<file path="src/rtl/flow_light_decoder_if.sv">
// flow_light_decoder_if: bundles the LED pattern sample and the decoded
// status outputs of flow_light_decoder.
//   Sample_en   - qualifies Temp_in for one cycle
//   Temp_in     - observed 4-bit LED pattern (expected one-hot)
//   Dir_Sel_out - recovered 2-bit direction-select code
//   Valid_out   - Dir_Sel_out came from a legal sample
//   Flow_Dir    - 00 unknown, 01 right, 10 left, 11 hold
//   Locked      - flow has been consistent long enough
//   Err         - one-cycle pulse on illegal sample or 2-position jump
//   Step_Cnt    - consecutive steps in the current Flow_Dir (saturating)
// master: pattern source / status consumer. slave: the decoder.
interface flow_light_decoder_if #(
    parameter int CNT_W = 8
);
    logic             Sample_en;
    logic [3:0]       Temp_in;
    logic [1:0]       Dir_Sel_out;
    logic             Valid_out;
    logic [1:0]       Flow_Dir;
    logic             Locked;
    logic             Err;
    logic [CNT_W-1:0] Step_Cnt;

    modport master (
        output Sample_en, Temp_in,
        input  Dir_Sel_out, Valid_out, Flow_Dir, Locked, Err, Step_Cnt
    );

    modport slave (
        input  Sample_en, Temp_in,
        output Dir_Sel_out, Valid_out, Flow_Dir, Locked, Err, Step_Cnt
    );
endinterface

</file>
<file path="src/rtl/flow_light_decoder.sv">
// flow_light_decoder: samples a one-hot LED pattern, recovers the 2-bit
// direction-select code behind it, classifies successive codes as right,
// left or hold, and locks once the same flow repeats LOCK_CNT steps.
//   CLK_in   - clock, rising edge
//   RST_n_in - asynchronous active-low reset, discards all history
//   bus      - slave side of flow_light_decoder_if (sample in, status out)
// All outputs are registered; with Sample_en low everything holds except
// Err, which drops back to 0.
module flow_light_decoder #(
    parameter int LOCK_CNT = 4,
    parameter int CNT_W    = 8
) (
    input  logic                  CLK_in,
    input  logic                  RST_n_in,
    flow_light_decoder_if.slave   bus
);

    typedef enum logic [1:0] {IDLE, TRACK, LOCKED} state_t;

    localparam logic [1:0]       DIR_UNK   = 2'b00;
    localparam logic [1:0]       DIR_RIGHT = 2'b01;
    localparam logic [1:0]       DIR_LEFT  = 2'b10;
    localparam logic [1:0]       DIR_HOLD  = 2'b11;
    localparam logic [CNT_W-1:0] CNT_ONE   = CNT_W'(1);
    localparam logic [CNT_W-1:0] CNT_MAX   = '1;
    localparam logic [CNT_W-1:0] LOCK_THR  = CNT_W'(LOCK_CNT);

    state_t           state_q, state_d;
    logic [1:0]       prev_q, prev_d;
    logic [1:0]       dir_sel_q, dir_sel_d;
    logic             valid_q, valid_d;
    logic [1:0]       flow_q, flow_d;
    logic             locked_q, locked_d;
    logic             err_q, err_d;
    logic [CNT_W-1:0] cnt_q, cnt_d;

    logic             legal;
    logic [1:0]       code;
    logic [1:0]       delta;
    logic [1:0]       new_dir;
    logic [CNT_W-1:0] cnt_inc;

    always_comb begin
        // exactly one bit set: nonzero and clearing the lowest set bit leaves zero
        legal = (bus.Temp_in != 4'b0000) &&
                ((bus.Temp_in & (bus.Temp_in - 4'd1)) == 4'b0000);

        case (bus.Temp_in)
            4'b1000: code = 2'd0;
            4'b0100: code = 2'd1;
            4'b0010: code = 2'd2;
            default: code = 2'd3;
        endcase

        // mod-4 difference makes 0001->1000 a right step for free
        delta = code - prev_q;
        case (delta)
            2'd0:    new_dir = DIR_HOLD;
            2'd1:    new_dir = DIR_RIGHT;
            2'd3:    new_dir = DIR_LEFT;
            default: new_dir = DIR_UNK;
        endcase

        cnt_inc = (cnt_q == CNT_MAX) ? cnt_q : cnt_q + CNT_ONE;

        state_d   = state_q;
        prev_d    = prev_q;
        dir_sel_d = dir_sel_q;
        valid_d   = valid_q;
        flow_d    = flow_q;
        locked_d  = locked_q;
        err_d     = 1'b0;
        cnt_d     = cnt_q;

        if (bus.Sample_en) begin
            if (!legal) begin
                // keep the last good code/flow visible, but drop the lock
                err_d    = 1'b1;
                valid_d  = 1'b0;
                locked_d = 1'b0;
                state_d  = IDLE;
            end else begin
                dir_sel_d = code;
                valid_d   = 1'b1;
                prev_d    = code;
                if (state_q == IDLE) begin
                    // first sample has no predecessor to compare against
                    state_d  = TRACK;
                    flow_d   = DIR_UNK;
                    cnt_d    = '0;
                    locked_d = 1'b0;
                end else if (delta == 2'd2) begin
                    err_d    = 1'b1;
                    flow_d   = DIR_UNK;
                    cnt_d    = '0;
                    locked_d = 1'b0;
                    state_d  = TRACK;
                end else if (new_dir == flow_q) begin
                    cnt_d = cnt_inc;
                    if (state_q == TRACK && cnt_d >= LOCK_THR) begin
                        state_d  = LOCKED;
                        locked_d = 1'b1;
                    end
                end else begin
                    flow_d = new_dir;
                    cnt_d  = CNT_ONE;
                    if (state_q == LOCKED) begin
                        // a direction change always unlocks, even if LOCK_CNT is 1
                        state_d  = TRACK;
                        locked_d = 1'b0;
                    end else if (cnt_d >= LOCK_THR) begin
                        state_d  = LOCKED;
                        locked_d = 1'b1;
                    end
                end
            end
        end
    end

    always_ff @(posedge CLK_in or negedge RST_n_in) begin
        if (!RST_n_in) begin
            state_q   <= IDLE;
            prev_q    <= 2'b00;
            dir_sel_q <= 2'b00;
            valid_q   <= 1'b0;
            flow_q    <= DIR_UNK;
            locked_q  <= 1'b0;
            err_q     <= 1'b0;
            cnt_q     <= '0;
        end else begin
            state_q   <= state_d;
            prev_q    <= prev_d;
            dir_sel_q <= dir_sel_d;
            valid_q   <= valid_d;
            flow_q    <= flow_d;
            locked_q  <= locked_d;
            err_q     <= err_d;
            cnt_q     <= cnt_d;
        end
    end

    assign bus.Dir_Sel_out = dir_sel_q;
    assign bus.Valid_out   = valid_q;
    assign bus.Flow_Dir    = flow_q;
    assign bus.Locked      = locked_q;
    assign bus.Err         = err_q;
    assign bus.Step_Cnt    = cnt_q;

endmodule

</file>
<file path="src/flat_wrapper.sv">
// flat-port wrapper written by rule: the top's interface ports become plain ports
module flow_light_decoder_flat 
#(
    parameter int LOCK_CNT = 4,
    parameter int CNT_W    = 8
)
  (CLK_in, RST_n_in, bus_Sample_en, bus_Temp_in, bus_Dir_Sel_out, bus_Valid_out, bus_Flow_Dir, bus_Locked, bus_Err, bus_Step_Cnt);
  flow_light_decoder_if #(.CNT_W(CNT_W)) bus_i ();
  input  logic CLK_in;
  input  logic RST_n_in;
  input wire logic [$bits(bus_i.Sample_en)-1:0] bus_Sample_en;
  input wire logic [$bits(bus_i.Temp_in)-1:0] bus_Temp_in;
  output wire logic [$bits(bus_i.Dir_Sel_out)-1:0] bus_Dir_Sel_out;
  output wire logic [$bits(bus_i.Valid_out)-1:0] bus_Valid_out;
  output wire logic [$bits(bus_i.Flow_Dir)-1:0] bus_Flow_Dir;
  output wire logic [$bits(bus_i.Locked)-1:0] bus_Locked;
  output wire logic [$bits(bus_i.Err)-1:0] bus_Err;
  output wire logic [$bits(bus_i.Step_Cnt)-1:0] bus_Step_Cnt;
  assign bus_i.Sample_en = bus_Sample_en;
  assign bus_i.Temp_in = bus_Temp_in;
  assign bus_Dir_Sel_out = bus_i.Dir_Sel_out;
  assign bus_Valid_out = bus_i.Valid_out;
  assign bus_Flow_Dir = bus_i.Flow_Dir;
  assign bus_Locked = bus_i.Locked;
  assign bus_Err = bus_i.Err;
  assign bus_Step_Cnt = bus_i.Step_Cnt;
  flow_light_decoder #(.LOCK_CNT(LOCK_CNT), .CNT_W(CNT_W)) u_core (.CLK_in(CLK_in), .RST_n_in(RST_n_in), .bus(bus_i));
endmodule
</file>
<file path="config.mk">
export PLATFORM = sky130hd
export DESIGN_NAME = flow_light_decoder_flat
export DESIGN_NICKNAME = d
export VERILOG_FILES = /design/src/rtl/flow_light_decoder_if.sv /design/src/rtl/flow_light_decoder.sv /design/src/flat_wrapper.sv
export SDC_FILE = /design/constraint.sdc
export NUM_CORES = 1
export LEC_CHECK = 0
export ABC_AREA = 0
export CORE_MARGIN = 2
export CORE_UTILIZATION = 45
export CTS_BUF_LIST = sky130_fd_sc_hd__clkbuf_16
export DETAILED_ROUTE_END_ITERATION = 10
export PLACE_DENSITY_LB_ADDON = 0.25
export SLEW_MARGIN = 20
export SYNTH_ARGS = -nofsm -noshare
export SYNTH_HDL_FRONTEND = slang
export SYNTH_SLANG_ARGS = --single-unit
</file>
<file path="constraint.sdc">
create_clock -name CLK_in -period 2.3 [get_ports CLK_in]
set_input_delay 0.46 -clock CLK_in [delete_from_list [all_inputs] [get_ports CLK_in]]
set_output_delay 0.46 -clock CLK_in [all_outputs]
set_load 0.02 [all_outputs]
</file>
==> flow_summary.rst <==
.. list-table::
   :header-rows: 1

   * - Metric
     - Value
   * - Period minus WS final
     - around 2.4 ns
   * - Boundary Pins
     - 22
   * - Endpoint of the worst setup timing path
     - u_core.bus.Step_Cnt[7]
   * - Die extent in y
     - 56.07 um
   * - Met3 wirelength from detailed routing
     - about 310 um
   * - DRT antenna net count
     - 0
   * - Overall routing resource usage
     - 0.2635
   * - Total clock buffers created by CTS
     - 3
   * - RSZ-0062 raised after global routing
     - yes
   * - Worst reg2reg setup slack
     - ~0.020 ns
   * - Required time of the worst setup path
     - 2.48 ns
   * - Synthesis warning total
     - 0
   * - Fin crit share
     - 1.048
   * - Average instance area after synthesis
     - 8.472 um2
   * - Growth of design area from synthesis to finish
     - 57.03%
   * - Max incr delay on CP
     - roughly 0.34 ns
   * - Number of clock sinks
     - 16
   * - Share of flip-flops with an asynchronous set or reset after synthesis
     - 1.000
   * - Crit path from
     - bus_Temp_in[3]
   * - Largest delay contributor family on the critical path
     - XOR/XNOR gates
   * - Number of buffers and inverters on the critical path
     - 3
   * - Number of enable-type register cells in the synthesized netlist
     - 0
   * - Arrival @ worst endpoint
     - ~2.6 ns
   * - Via-per-instance ratio
     - around 6.4
   * - Seq cells post-synth
     - 16
   * - Final hold violation count
     - 0
   * - Routed metal-1 wirelength
     - between 1 and 1.5 mm
   * - Type of the worst setup path
     - in -> reg
   * - Syn Std Cell Area
     - 0.001220 mm2
   * - Number of slew-limit violations in the final report
     - 0
   * - CP startpoint kind
     - input pin
   * - DPL Wire Length
     - approximately 2.4 mm
   * - Top routing layer in use
     - met4
   * - Setup crit end kind
     - flop
   * - Distinct cells, synth
     - 48
   * - Endpoint of the worst-slack reg-to-reg timing path
     - u_core.bus.Step_Cnt[7]
   * - Total met2 wirelength after detailed routing
     - between 2 and 2.5 mm
   * - Achievable Freq
     - 414.9 MHz
   * - Most common flop cell mapped by yosys
     - sky130_fd_sc_hd__dfrtp_1
   * - Initial cell density of the core
     - 0.4836
   * - Avg WL per Cell
     - between 15 and 20 um
   * - Total overflow reported by the global router
     - 0
   * - Antenna diode count
     - 0
   * - Run status
     - finished, violations left
   * - First-pass detailed-route iteration total
     - 4
   * - Total power of the final layout
     - between 1000 and 1500 uW
   * - Wire length of the first global-routing pass
     - 6.555 mm
   * - Buffers from clock root to sink, at most
     - 2
   * - Setup clock skew after layout
     - around 0.0033 ns
   * - Gate count of the mapped netlist
     - roughly 140
   * - R2R depth
     - 9
   * - Die area
     - about 0.0031 mm2
   * - Wire length reported by the detailed router
     - approximately 4 mm
   * - Violation count after the first detailed-route iteration
     - 54
   * - CTS tree
     - done
   * - Pin count of the biggest net entering global routing
     - 17
   * - Via count of the first global-routing pass
     - ~1400
   * - Sequential element share of the synthesized area
     - 0.3282
   * - Finished Layout Cells
     - between 200 and 250
   * - Vias
     - approximately 1400
   * - Transition time of the tightest slew-check pin
     - ~0.39 ns
   * - Max-capacitance violation count
     - 0
   * - Critical Path Most Common Cell
     - sky130_fd_sc_hd__nor3_4
   * - Initial antenna violation count
     - 0
   * - Std-Cell Core Area
     - 0.002522 mm2
   * - Number of nets in the layout
     - a little over 200
   * - Clock edge transition at the registers on the reported setup and hold paths
     - 0.05 ns
   * - Dpl cells
     - 212
   * - Max-slew headroom
     - 0.7413
   * - Maximum level of the CTS H-tree
     - 1
   * - Final setup violation count
     - 8
   * - Die width
     - 56.07 um
   * - Floorplan row count
     - 18
   * - Post-layout worst setup margin
     - -0.1105 ns
   * - Largest voltage drop on the vdd net
     - about 0.00056 V
   * - Port buffer count
     - 21
   * - Cell count along the critical path
     - 12
   * - Maximum fanout along the worst path
     - 4
   * - Layout cells sized above 1
     - 0.3105
   * - Clock Root Buffer
     - sky130_fd_sc_hd__clkbuf_16
   * - Total power divided by cell area
     - ~660 mW/mm2
   * - Worst flop-to-flop path startpoint
     - u_core.prev_q[0]
   * - Worst hold path class
     - reg -> reg
   * - Placer Congestion
     - about 0.93
   * - Violations in the final reports
     - setup timing
   * - Final routed DRC violation total
     - 0
   * - Syn Nets
     - between 150 and 200
   * - Leakage
     - ~0.00079 uW
   * - Slowest cell on the critical path
     - sky130_fd_sc_hd__xnor3_1
   * - Crit-path cells
     - buf_8, xnor2_4, nor3_4, ha_2, xnor2_2, buf_4, xnor3_1, nor3_4, buf_6, o221ai_4, a41o_1, a21oi_2
   * - Source-to-sink clock delay at the later pin of the worst-skew pair
     - 0.25 ns
==> timing repair <==
item	CTS	global route
buffers inserted	3	2
endpoints found under the setup margin	12	12
cloned	1	0
hold buffers	0	0
pin swaps	10	14
resized for setup	31	15
==> cell usage after synthesis (all sizes together), types with 2 or more instances <==
| library cell | number | area share |
|---|---|---|
| dfrtp | 16 | 0.33 |
| nor2 | 14 | 0.043 |
| nand2 | 12 | 0.037 |
| a21oi | 11 | 0.045 |
| clkbuf | 7 | 0.022 |
| o21ai | 7 | 0.029 |
| inv | 6 | 0.018 |
| nand3 | 6 | 0.025 |
| nor3 | 6 | 0.038 |
| and3 | 4 | 0.021 |
| mux2i | 4 | 0.033 |
| xnor2 | 4 | 0.029 |
| a211oi | 3 | 0.018 |
| ha | 3 | 0.031 |
| o21a | 3 | 0.018 |
| a21o | 2 | 0.012 |
| a311oi | 2 | 0.014 |
| a31oi | 2 | 0.010 |
| and2 | 2 | 0.010 |
| nand4 | 2 | 0.010 |
| nor4b | 2 | 0.014 |
| o221ai | 2 | 0.019 |
| o311ai | 2 | 0.014 |
| or2 | 2 | 0.010 |
| or3 | 2 | 0.010 |
==> worst reg2reg max path: stages (launching register included) <==
cell                       delay (ns)
sky130_fd_sc_hd__dfrtp_1         0.41
sky130_fd_sc_hd__ha_2            0.21
sky130_fd_sc_hd__xnor2_2         0.19
sky130_fd_sc_hd__buf_4           0.14
sky130_fd_sc_hd__xnor3_1         0.34
sky130_fd_sc_hd__nor3_4          0.29
sky130_fd_sc_hd__buf_6           0.15
sky130_fd_sc_hd__o221ai_4        0.11
sky130_fd_sc_hd__a41o_1          0.23
sky130_fd_sc_hd__a21oi_2         0.11
==> through the flow <==
step	hold WS, ns	area (um2)	worst slack [ns]	setup TNS [ns]	utilization
global route	0.5169	1916	-0.2395	-2.065	0.7594
detailed placement	0.4796	1643	-0.7620	-8.149	0.6513
finish	0.4931	1916	-0.1105	-0.6579	0.7594
CTS	0.4949	1848	-0.07803	-0.3650	0.7326
floorplan	0.1644	1242	-0.06412	-0.1708	-
global placement	0.4662	1643	-0.6235	-6.672	0.6513
==> state kept, by name, indices dropped and copies added (netlist names) <==
name	flops
u_core.bus.Step_Cnt	8
u_core.bus.Flow_Dir	2
u_core.prev_q	2
u_core.bus.Err	1
u_core.bus.Locked	1
u_core.bus.Valid_out	1
u_core.state_q	1
==> cell families after synthesis <==
logic type,share of synthesized area
buf+inv,0.04616
compound gates,0.2769
mux,0.03282
flops,0.3282
xor+xnor,0.05436
fa+ha+maj,0.03077
simple gates,0.2308
==> final cells by class <==
class	count	area, um2
Inverter	6	22.52
Multi-Input combinational cell	115	944.7
Clock buffer	3	75.07
Sequential cell	16	400.4
Tap cell	30	37.54
Fill cell	173	606.8
Timing Repair Buffer	50	435.4
==> report_power, final <==
part	switching, uW	total [uW]	leakage [uW]	internal, uW
sequential	43.4	354	0.000207	311
combinational	298	567	0.000551	269
clock	108	336	0.0000370	228
total	449	1260	0.000794	808
==> worst min path at each step <==
stage | cells past startpoint | from | slack (ns) | endpoint
2_1_floorplan | 0 | RST_n_in | 0.16 | u_core.bus.Err
3_3_place_gp | 1 | u_core.bus.Valid_out | 0.47 | u_core.bus.Valid_out
3_5_place_dp | 1 | u_core.bus.Valid_out | 0.48 | u_core.bus.Valid_out
4_1_cts | 1 | u_core.bus.Valid_out | 0.49 | u_core.bus.Valid_out
5_1_grt | 1 | u_core.bus.Valid_out | 0.52 | u_core.bus.Valid_out
6_report | 1 | u_core.bus.Valid_out | 0.49 | u_core.bus.Valid_out
==> cell usage in the layout, fill, tap and decap left out, types with 4 or more instances in the layout <==
| cell | netlist | final |
|---|---|---|
| sky130_fd_sc_hd__and3_1 | 4 | 4 |
| sky130_fd_sc_hd__a21oi_1 | 11 | 10 |
| sky130_fd_sc_hd__o21ai_0 | 6 | 4 |
| sky130_fd_sc_hd__nor2_1 | 14 | 13 |
| sky130_fd_sc_hd__nand2_1 | 12 | 12 |
| sky130_fd_sc_hd__dfrtp_1 | 16 | 16 |
| sky130_fd_sc_hd__inv_1 | 6 | 6 |
| sky130_fd_sc_hd__nand3_1 | 6 | 6 |
| sky130_fd_sc_hd__buf_4 | 1 | 26 |
| sky130_fd_sc_hd__buf_6 | 0 | 4 |
| sky130_fd_sc_hd__clkdlybuf4s50_1 | 0 | 17 |
==> metal layers <==
metal / vias up / global-route usage
met3: 22 / 0.03256
met4: 0 / 0.1190
met1: 683 / 0.3226
met2: 75 / 0.4588
li1: 638 / -
met5: - / 0
Note: power is estimated with default switching activity, not from simulation.
